## config.mk

```make
export PLATFORM = sky130hd
export DESIGN_NAME = z_sigmoid
export DESIGN_NICKNAME = d
export VERILOG_FILES = /design/src/rtl/z_sigmoid_pkg.sv /design/src/rtl/sigmoid_pwl_seg.sv /design/src/rtl/z_sigmoid.sv
export SDC_FILE = /design/constraint.sdc
export NUM_CORES = 1
export LEC_CHECK = 0
export ABC_AREA = 1
export BUFFER_PORTS_ARGS = -buffer_cell sky130_fd_sc_hd__buf_2
export CAP_MARGIN = 20
export CORE_ASPECT_RATIO = 0.5
export CORE_UTILIZATION = 52
export CTS_CLUSTER_SIZE = 12
export DETAILED_ROUTE_END_ITERATION = 10
export GPL_TIMING_DRIVEN = 1
export HOLD_SLACK_MARGIN = 0.03
export PLACE_DENSITY_LB_ADDON = 0.15
export SYNTH_ARGS = -nofsm -noshare
export SYNTH_HDL_FRONTEND = slang
export SYNTH_HIERARCHICAL = 1
export SYNTH_SLANG_ARGS = --single-unit
```

## constraint.sdc

```tcl
create_clock -name clk -period 2.9 [get_ports clk]
set_input_delay 0.87 -clock clk [delete_from_list [all_inputs] [get_ports clk]]
set_output_delay 0.87 -clock clk [all_outputs]
set_load 0.1 [all_outputs]
```

## src/rtl/z_sigmoid_pkg.sv

```systemverilog
// Shared fixed-point constants and region encoding for the sigmoid activation stage.
package z_sigmoid_pkg;

    localparam int unsigned FRAC = 16;

    // Q-format constants; 1.0 = 1 << FRAC
    localparam int unsigned ONE    = 1 << FRAC;
    localparam int unsigned HALF   = 1 << (FRAC - 1);
    localparam int unsigned C_R0   = HALF;
    localparam int unsigned C_R1   = 5 << (FRAC - 3);
    localparam int unsigned C_R2   = 27 << (FRAC - 5);
    localparam int unsigned BP1    = ONE;
    localparam int unsigned BP2375 = 19 << (FRAC - 3);
    localparam int unsigned BP5    = 5 << FRAC;

    localparam logic [1:0] R0 = 2'd0;
    localparam logic [1:0] R1 = 2'd1;
    localparam logic [1:0] R2 = 2'd2;
    localparam logic [1:0] R3 = 2'd3;

endpackage

```

## src/rtl/sigmoid_pwl_seg.sv

```systemverilog
// Combinational PLAN helpers: |z| with saturation plus region decode, and the shift-add segment value.
module sigmoid_pwl_seg
    import z_sigmoid_pkg::*;
#(
    parameter int unsigned DWIDTH = 32
) (
    input  logic [DWIDTH-1:0] z_i,
    output logic [DWIDTH-1:0] abs_c,
    output logic              sign_c,
    output logic [1:0]        region_c,
    input  logic [DWIDTH-1:0] a_i,
    input  logic [1:0]        region_i,
    output logic [DWIDTH-1:0] y_c
);

    localparam logic [DWIDTH-1:0] MIN_Z    = {1'b1, {(DWIDTH-1){1'b0}}};
    localparam logic [DWIDTH-1:0] MAX_A    = {1'b0, {(DWIDTH-1){1'b1}}};
    localparam logic [DWIDTH-1:0] K_ONE    = DWIDTH'(ONE);
    localparam logic [DWIDTH-1:0] K_C_R0   = DWIDTH'(C_R0);
    localparam logic [DWIDTH-1:0] K_C_R1   = DWIDTH'(C_R1);
    localparam logic [DWIDTH-1:0] K_C_R2   = DWIDTH'(C_R2);
    localparam logic [DWIDTH-1:0] K_BP1    = DWIDTH'(BP1);
    localparam logic [DWIDTH-1:0] K_BP2375 = DWIDTH'(BP2375);
    localparam logic [DWIDTH-1:0] K_BP5    = DWIDTH'(BP5);

    // Most-negative z has no positive twin, so clamp it to the largest magnitude
    always_comb begin
        sign_c   = z_i[DWIDTH-1];
        abs_c    = z_i;
        region_c = R0;
        if (z_i == MIN_Z) begin
            abs_c = MAX_A;
        end else if (sign_c) begin
            abs_c = ~z_i + DWIDTH'(1);
        end
        if (abs_c >= K_BP5) begin
            region_c = R3;
        end else if (abs_c >= K_BP2375) begin
            region_c = R2;
        end else if (abs_c >= K_BP1) begin
            region_c = R1;
        end
    end

    always_comb begin
        y_c = (a_i >> 2) + K_C_R0;
        case (region_i)
            R3:      y_c = K_ONE;
            R2:      y_c = (a_i >> 5) + K_C_R2;
            R1:      y_c = (a_i >> 3) + K_C_R1;
            default: y_c = (a_i >> 2) + K_C_R0;
        endcase
    end

endmodule

```

## src/rtl/z_sigmoid.sv

```systemverilog
// Three-stage sigmoid activation pipeline with valid/ready handshake and per-layer neuron index tagging.
module z_sigmoid
    import z_sigmoid_pkg::*;
#(
    parameter int unsigned DWIDTH       = 32,
    parameter int unsigned HiddenNeuron = 16,
    parameter int unsigned IDXW         = (HiddenNeuron > 1) ? $clog2(HiddenNeuron) : 1
) (
    input  logic              clk,
    input  logic              reset,
    input  logic              flush,
    input  logic              in_valid,
    output logic              in_ready,
    input  logic [DWIDTH-1:0] in_z,
    output logic              out_valid,
    input  logic              out_ready,
    output logic [DWIDTH-1:0] out_act,
    output logic [IDXW-1:0]   out_idx,
    output logic              out_last
);

    localparam logic [DWIDTH-1:0] K_ONE    = DWIDTH'(ONE);
    localparam logic [IDXW-1:0]   IDX_LAST = IDXW'(HiddenNeuron - 1);

    logic              s1_vld_q, s1_vld_d;
    logic              s1_sign_q, s1_sign_d;
    logic [1:0]        s1_region_q, s1_region_d;
    logic [DWIDTH-1:0] s1_abs_q, s1_abs_d;
    logic              s2_vld_q, s2_vld_d;
    logic              s2_sign_q, s2_sign_d;
    logic [DWIDTH-1:0] s2_y_q, s2_y_d;
    logic              out_vld_q, out_vld_d;
    logic [DWIDTH-1:0] act_q, act_d;
    logic [IDXW-1:0]   idx_q, idx_d;
    logic              last_q, last_d;

    logic              advance_c;
    logic [DWIDTH-1:0] abs_c;
    logic              sign_c;
    logic [1:0]        region_c;
    logic [DWIDTH-1:0] y_c;

    sigmoid_pwl_seg #(.DWIDTH(DWIDTH)) u_seg (
        .z_i      (in_z),
        .abs_c    (abs_c),
        .sign_c   (sign_c),
        .region_c (region_c),
        .a_i      (s1_abs_q),
        .region_i (s1_region_q),
        .y_c      (y_c)
    );

    assign advance_c = !out_vld_q || out_ready;
    assign in_ready  = advance_c && !flush;
    assign out_valid = out_vld_q;
    assign out_act   = act_q;
    assign out_idx   = idx_q;
    assign out_last  = last_q;

    // Whole pipeline advances together; flush overrides any transfer this cycle
    always_comb begin
        s1_vld_d    = s1_vld_q;
        s1_sign_d   = s1_sign_q;
        s1_region_d = s1_region_q;
        s1_abs_d    = s1_abs_q;
        s2_vld_d    = s2_vld_q;
        s2_sign_d   = s2_sign_q;
        s2_y_d      = s2_y_q;
        out_vld_d   = out_vld_q;
        act_d       = act_q;
        idx_d       = idx_q;
        last_d      = last_q;
        if (flush) begin
            s1_vld_d  = 1'b0;
            s2_vld_d  = 1'b0;
            out_vld_d = 1'b0;
            idx_d     = '0;
            last_d    = 1'b0;
        end else if (advance_c) begin
            s1_vld_d    = in_valid;
            s1_sign_d   = sign_c;
            s1_region_d = region_c;
            s1_abs_d    = abs_c;
            s2_vld_d    = s1_vld_q;
            s2_sign_d   = s1_sign_q;
            s2_y_d      = y_c;
            out_vld_d   = s2_vld_q;
            act_d       = s2_sign_q ? (K_ONE - s2_y_q) : s2_y_q;
            if (out_vld_q && out_ready) begin
                idx_d = (idx_q == IDX_LAST) ? '0 : idx_q + IDXW'(1);
            end
            last_d = out_vld_d && (idx_d == IDX_LAST);
        end
    end

    always_ff @(posedge clk or negedge reset) begin
        if (!reset) begin
            s1_vld_q    <= 1'b0;
            s1_sign_q   <= 1'b0;
            s1_region_q <= R0;
            s1_abs_q    <= '0;
            s2_vld_q    <= 1'b0;
            s2_sign_q   <= 1'b0;
            s2_y_q      <= '0;
            out_vld_q   <= 1'b0;
            act_q       <= '0;
            idx_q       <= '0;
            last_q      <= 1'b0;
        end else begin
            s1_vld_q    <= s1_vld_d;
            s1_sign_q   <= s1_sign_d;
            s1_region_q <= s1_region_d;
            s1_abs_q    <= s1_abs_d;
            s2_vld_q    <= s2_vld_d;
            s2_sign_q   <= s2_sign_d;
            s2_y_q      <= s2_y_d;
            out_vld_q   <= out_vld_d;
            act_q       <= act_d;
            idx_q       <= idx_d;
            last_q      <= last_d;
        end
    end

endmodule

```

---- Yosys cells after proc, flatten, opt, wreduce, memory -nomap -nowiden ----
Index checks and enable logic that the tools add are counted.
operators by class
  reduce and logical (&&, ||, !) cells .... 8
  equal/unequal tests ..................... 6
  magnitude comparators ................... 3
  $add $sub $neg .......................... 6
  multiplexer cells ....................... 21
  bitwise operators ....................... 2
operator list
  operator                                                count
  two-way mux 32 bit                                      3
  case mux 32 bit (3 select lines)                        1
  adder 32 x 1 -> 32 bit (second input constant)          1
  == test 32 bit (second input constant)                  1
  >= comparator 32 x 17 -> 1 bit (second input constant)  1
  >= comparator 32 x 18 -> 1 bit (second input constant)  1
  >= comparator 32 x 19 -> 1 bit (second input constant)  1
  NOT 32 bit                                              1
  subtractor 17 x 32 -> 32 bit (first input constant)     1
  adder 30 x 16 -> 31 bit (second input constant)         1
  adder 29 x 16 -> 30 bit (second input constant)         1
  adder 27 x 16 -> 28 bit (second input constant)         1
  two-way mux 4 bit                                       6
  two-way mux 1 bit                                       9
  == test 4 bit (second input constant)                   2
  adder 4 x 1 -> 4 bit (second input constant)            1
  == test 2 bit (second input constant)                   2
  two-way mux 2 bit                                       2
  logical AND 1 bit                                       3
  == test 2 x 1 -> 1 bit (second input constant)          1
  zero test 1 bit                                         2
  AND reduction 2 bit                                     1
  nonzero test 2 bit                                      1
  logical OR 1 bit                                        1
  NOT 1 bit                                               1
storage, ports and cells
  word-level logic and storage cells ...... 57
  output and inout port bits .............. 39
  bits of input ports ..................... 37
  register bits after elaboration ......... 108

---- Depth between registers and ports, before layout ----
Gate-level depths: netlist (run 1).
  depth after elaboration ................. 9
  gate-level depth with buffers ........... 17

---- Hierarchy ----
Netlist (run 1), hierarchy kept.
modules (own cells, without submodules)
  module           cells an instance  area an instance (µm²)  times used  seq. area each (µm²)
  z_sigmoid        626                5062.4                  1           2702.6
  sigmoid_pwl_seg  513                2556.2                  1           0.0

---- Worst setup path after synthesis (run 1) ----
No wires, ideal clock.
  path kind ............................... flip-flop to output port
  from .................................... register out_vld_q, in the netlist out_valid
  to ...................................... output in_ready
  required time ........................... 2.030 ns
  path buffers ............................ 2
  setup slack ............................. 0.199 ns
  cell stages (with the launch flop) ...... 6
  arrival time ............................ 1.831 ns
  path through ............................ dfrtp_1 nand2_1 nand2_4 inv_2 buf_6 buf_2
on the way
  longest elaborated chain between the ends .. 3
RTL lines
  item                      RTL line          source
  start: declaration        z_sigmoid.sv:32   logic out_vld_q, out_vld_d;
  start signal: assignment  z_sigmoid.sv:117  out_vld_q <= out_vld_d;
  zero test 1 bit           z_sigmoid.sv:53   assign advance_c = !out_vld_q || out_ready;
  logical OR 1 bit          z_sigmoid.sv:53
  logical AND 1 bit         z_sigmoid.sv:54   assign in_ready = advance_c && !flush;
  end: declaration          z_sigmoid.sv:13   output logic in_ready,
Every way passes these cells.

---- Worst setup path after layout (run 1) ----
  from .................................... input out_ready
  to ...................................... output in_ready
on the way
  longest elaborated chain between the ends .. 2
RTL lines
  item                RTL line         source
  start: declaration  z_sigmoid.sv:16  input logic out_ready,
  logical OR 1 bit    z_sigmoid.sv:53
  logical AND 1 bit   z_sigmoid.sv:54
Every way passes these cells.

==> results of run 1 <==
registers in the layout, indices dropped and copies added (netlist names):
register and count:
out_act 32, s2_y_q 32, s1_abs_q 30, out_idx 4, s1_region_q 2, out_last 1, out_valid 1, s1_sign_q 1
s1_vld_q 1, s2_sign_q 1, s2_vld_q 1
layout make-up:
cell class / count / area (sq um) / area share [%]
Clock inverter: 6 / 61.31 / 0.7312
Inverter: 122 / 460.4 / 5.492
Sequential cell: 106 / 2653 / 31.64
Clock buffer: 10 / 229.0 / 2.731
Tap cell: 192 / 240.2 / 2.865
Timing Repair Buffer: 88 / 515.5 / 6.148
Multi-Input combinational cell: 862 / 4225 / 50.40
report_power, final:
| group | leakage [nW] | internal (mW) | switching [mW] |
|---|---|---|---|
| clock | 0.143 | 0.605 | 0.585 |
| combinational | 2.67 | 0.519 | 1.87 |
| sequential | 1.35 | 1.72 | 0.209 |
| total | 4.16 | 2.85 | 2.66 |
cell usage in the layout, fill, tap and decap left out, types with 4 or more instances in the layout:
master,instances
nor2_2,12
nand4_1,16
a21oi_1,26
nor2_1,113
xnor2_1,4
nand2_2,9
ha_1,8
inv_1,113
buf_4,12
nand3b_1,7
dfrtp_1,106
clkbuf_16,9
nand3_1,91
inv_2,5
xor2_1,19
buf_2,73
nor3_1,14
nor2_4,8
o21ai_1,6
o221ai_1,11
nand2_1,372
o211ai_1,12
nand3_2,10
o311ai_0,4
nand2_4,4
o21ai_0,94
through the flow:
step           worst slack (ns)  std cells  total power, mW  util (%)  area [sq um]
2_1_floorplan            0.1989       1128            3.812         -          7531
3_3_place_gp             0.2467       1370            4.287     58.44          8094
3_5_place_dp             0.1989       1370            4.329     58.44          8094
4_1_cts                  0.4675       1386            5.521     60.53          8384
5_1_grt                  0.3455       1386            5.839     60.53          8384
6_report                 0.4644       1386            5.511     60.53          8384
worst max-delay path, delay by kind of cell:
| family | cells | cell delay (ns) |
|---|---|---|
| buffers and inverters | 4 | 0.46 |
| and+or+nand+nor | 2 | 0.23 |
worst paths after layout:
kind                              startpoint     endpoint  slack, ns  cells past startpoint
worst min-delay path                   reset  s1_abs_q[2]       0.48                      1
worst max register to register  s1_abs_q[17]   s2_y_q[26]       0.58                     14
min in group clk                 out_act[20]  out_act[20]       0.48                      2
max in group asynchronous              reset   s2_y_q[28]       1.71                      2
worst min register to register   out_act[20]  out_act[20]       0.48                      2
worst max-delay path               out_ready     in_ready       0.46                      6
routing by layer:
layer,GRT usage (%),share of wire (%),vias up
met1,42.45,51,3396
met4,6.275,1.3,0
met3,4.134,7.1,24
met5,0,0,-
li1,-,-,3771
met2,41.24,40,290
==> impl_metrics.yaml, run 1 <==
synthesis:
  syn_nets: 1173
  syn_area_sq_um: 7531
  avgSynthCellArea_sq_um: 6.676
  yosysWarnings: 6
  netlist_instances: 1128
finish:
  fill_cells: 1329
  area_growth_pct: 11.33
  nets: 1234
  drive_above_1_share_pct: 13.32
  num_antenna_cells: 0
cts:
  insertion_delay_ns: 0.35
  clockRootBuffer: "clkbuf_16"
  post-cts-setup-buffers: 0
  clockBufferDepth: 2
  cts_tree: "done"
  hold_buffers: 0
  clock_sinks: 106
  cts-resized-gates: 0
  clk_pin_slew_ns: 0.08
  cts_buffers: 9
  h-tree-depth: 3
die:
  pin_count: 76
  die_h_um: 87.10
  rows: 30
  die_area_sq_um: 15000
  core_region_area_sq_um: 13850
  die_w_um: 172.2
  start_util_pct: 54.37
setup_path:
  crit_type: "in2out"
  slowest_stage: "buf_12"
  crit_arrival_ns: 1.57
  cp_slowest_stage_delay_ns: 0.18
  required_ns: 2.03
  cp-end-kind: "output port"
  worstPathMaxFanout: 5
  crit_path_cell_trace: "buf_2, inv_1, nand2_1, nand2_4, inv_2, buf_12"
  cp-start-kind: "input pin"
power:
  ir_drop_mv: 0.3828
  leakage_nw: 4.162
  p_per_area_nw_per_um2: 657.3
sta:
  finalCriticalPeriod_ns: 2.436
  period_share_pct: 83.98
  maxSlewHeadroom_pct: 62.85
  finalSetupViolCount: 0
  fin_worst_skew_ns: 0.008843
  fmax_mhz: 410.6
  rsz0062_at_grt: "no"
  fin_setup_tns_ns: 0
  drv_slew: 0
  finalHoldViolations: 0
  worst_pin_slew_ns: 0.5503
  hold_ws_ns: 0.4760
drt:
  vias: 7481
  routed_wl_um: 19960
  routedWlPerCell_um: 14.40
  vias_per_cell: 5.398
  drtIter0Drc: 628
  detail_route.first_pass.iterations: 5
  drc: 0
  antenna_left: 0
run:
  max_cap_violations: 0
grt:
  antenna_found_initial: 0
  grt-ovfl-total: 0
  grt_pass1_wl_um: 33030
  grt_usage_pct: 27.85
  grt_pass1_vias: 6742
  grt_max_degree: 121
placed_design:
  dp_hpwl_um: 15160
  io_buffers: 75
  gp_congestion: 0.9069
run_status:
  status: "completed"
worst_hold_path:
  hold_class: "in2async"
(Power assumes the default switching activity.)
==> inputs of run 2 (changes only) <==
clock period = 2.42 ns   (was 2.9 ns; I/O delays follow)
==> run 2 against run 1 <==
- wire length up 0.91%
- combinational power up 23%
- cell area up 4.4%
- sequential power up 20%
- non-clock buffer count up 44
- cell count up 3.2%
==> impl_metrics.yaml, run 2 (synthesis results as in run 1) <==
setup_path:
  required_ns: 2.69
  cp-end-kind: "flop"
  cp-start-kind: "flop"
  crit_type: "reg2reg"
  rr_worst_depth: 11
  crit_arrival_ns: 2.51
  worstPathMaxFanout: 5
power:
  p_per_area_nw_per_um2: 768.8
  ir_drop_mv: 0.4005
  leakage_nw: 4.379
cts:
  clockRootBuffer: "clkbuf_16"
  clk_pin_slew_ns: 0.08
  cts_buffers: 9
  h-tree-depth: 3
  clock_sinks: 106
  cts_tree: "done"
  insertion_delay_ns: 0.35
  clockBufferDepth: 2
  hold_buffers: 0
grt:
  grt_usage_pct: 28.48
  grt_pass1_wl_um: 33690
  antenna_found_initial: 0
  grt_max_degree: 121
  grt_pass1_vias: 6981
  grt-ovfl-total: 0
die:
  pin_count: 76
  start_util_pct: 54.37
  die_area_sq_um: 15000
  core_region_area_sq_um: 13850
  rows: 30
  die_w_um: 172.2
  die_h_um: 87.10
drt:
  routedWlPerCell_um: 14.09
  vias_per_cell: 5.357
  drc: 0
  detail_route.first_pass.iterations: 5
  routed_wl_um: 20150
  drtIter0Drc: 642
  antenna_left: 0
  vias: 7660
finish:
  area_growth_pct: 16.20
  final_common_cell: "nand2_1"
  num_antenna_cells: 0
  stdcell_area_sq_um: 8751
  drive_above_1_share_pct: 16.96
  nets: 1278
  layout_common_cells: "nand2_1 (372), inv_1 (113), nor2_1 (111)"
placed_design:
  dp_hpwl_um: 15340
  io_buffers: 75
  placed_cell_area_sq_um: 8431
  gp_congestion: 0.9197
sta:
  drv_slew: 0
  fin_worst_skew_ns: 0.005757
  finalHoldViolations: 0
  period_share_pct: 92.47
  finalCriticalPeriod_ns: 2.238
  maxSlewHeadroom_pct: 60.74
  worst_pin_slew_ns: 0.5816
  fin_setup_tns_ns: 0
  fmax_mhz: 446.9
  finalSetupViolCount: 0
worst_hold_path:
  hold_class: "in2async"
run:
  max_cap_violations: 0
run_status:
  status: "completed"
-- run 2: changes by cell type in the layout (fill, tap and decap cells not counted), moves of 2 or more --
cell | previous run | this run
dfrtp_1 | 106 | 103
nor2_2 | 12 | 14
nor2_1 | 113 | 111
buf_4 | 12 | 55
dfrtp_2 | 0 | 3
-- run 2: critical path, cell delays in order, from the launching register on --
cell and delay (ns):
dfrtp_2 0.41, inv_1 0.12, ha_1 0.22, a21oi_1 0.22, nand2_1 0.11, inv_1 0.12
nor2_1 0.05, inv_1 0.11, nor2_1 0.09, o311ai_0 0.49, nand2_1 0.12, o21ai_0 0.09
-- run 2: stage by stage --
step	power [mW]	cells	hold WS [ns]	utilization, %	setup slack (ns)
6_report	6.728	1430	0.2130	63.18	0.1823
3_3_place_gp	5.196	1413	0.4584	60.87	-0.01004
4_1_cts	6.745	1429	0.2152	63.04	0.1854
2_1_floorplan	4.568	1128	0.4304	-	0.05481
5_1_grt	7.127	1430	0.2192	63.18	-0.001978
3_5_place_dp	5.249	1413	0.4620	60.87	-0.05593
-- run 2: timing repair --
action	4_1_cts	5_1_grt
setup endpoints to repair	0	8
resized for setup	0	5
setup buffers	0	1
-- run 2: final timing paths --
check	startpoint	end	slack, ns
max	s1_abs_q[17]	s2_y_q[18]	0.18
min	reset	s1_abs_q[2]	0.21
max reg2reg	s1_abs_q[17]	s2_y_q[18]	0.18
min reg2reg	out_act[7]	out_act[7]	0.48
max in group asynchronous	reset	s1_abs_q[17]	1.65
min in group clk	out_act[7]	out_act[7]	0.48
-- run 2: area by class of cell --
cell class,instances,area (sq um)
clock buffers,9,225.2
clock inverters,7,75.07
fillers,1300,5100
inverters,122,460.4
multi-input cells,862,4235
flip-flops and latches,106,2656
well taps,192,240.2
repair buffers,132,858.3
-- run 2: report_power, final --
part / switching [mW] / leakage, nW / internal [mW]
Sequential: 0.249 / 1.34 / 2.07
Combinational: 2.25 / 2.89 / 0.670
Clock: 0.746 / 0.145 / 0.740
-- run 2: routing by layer --
layer  part of all wire, %  GRT usage [%]  vias up
met5                     0              0        -
met2                    41          42.67      300
li1                      -              -     3860
met4                   1.3          7.884        0
met1                    50          42.13     3478
met3                   7.9          4.816       22
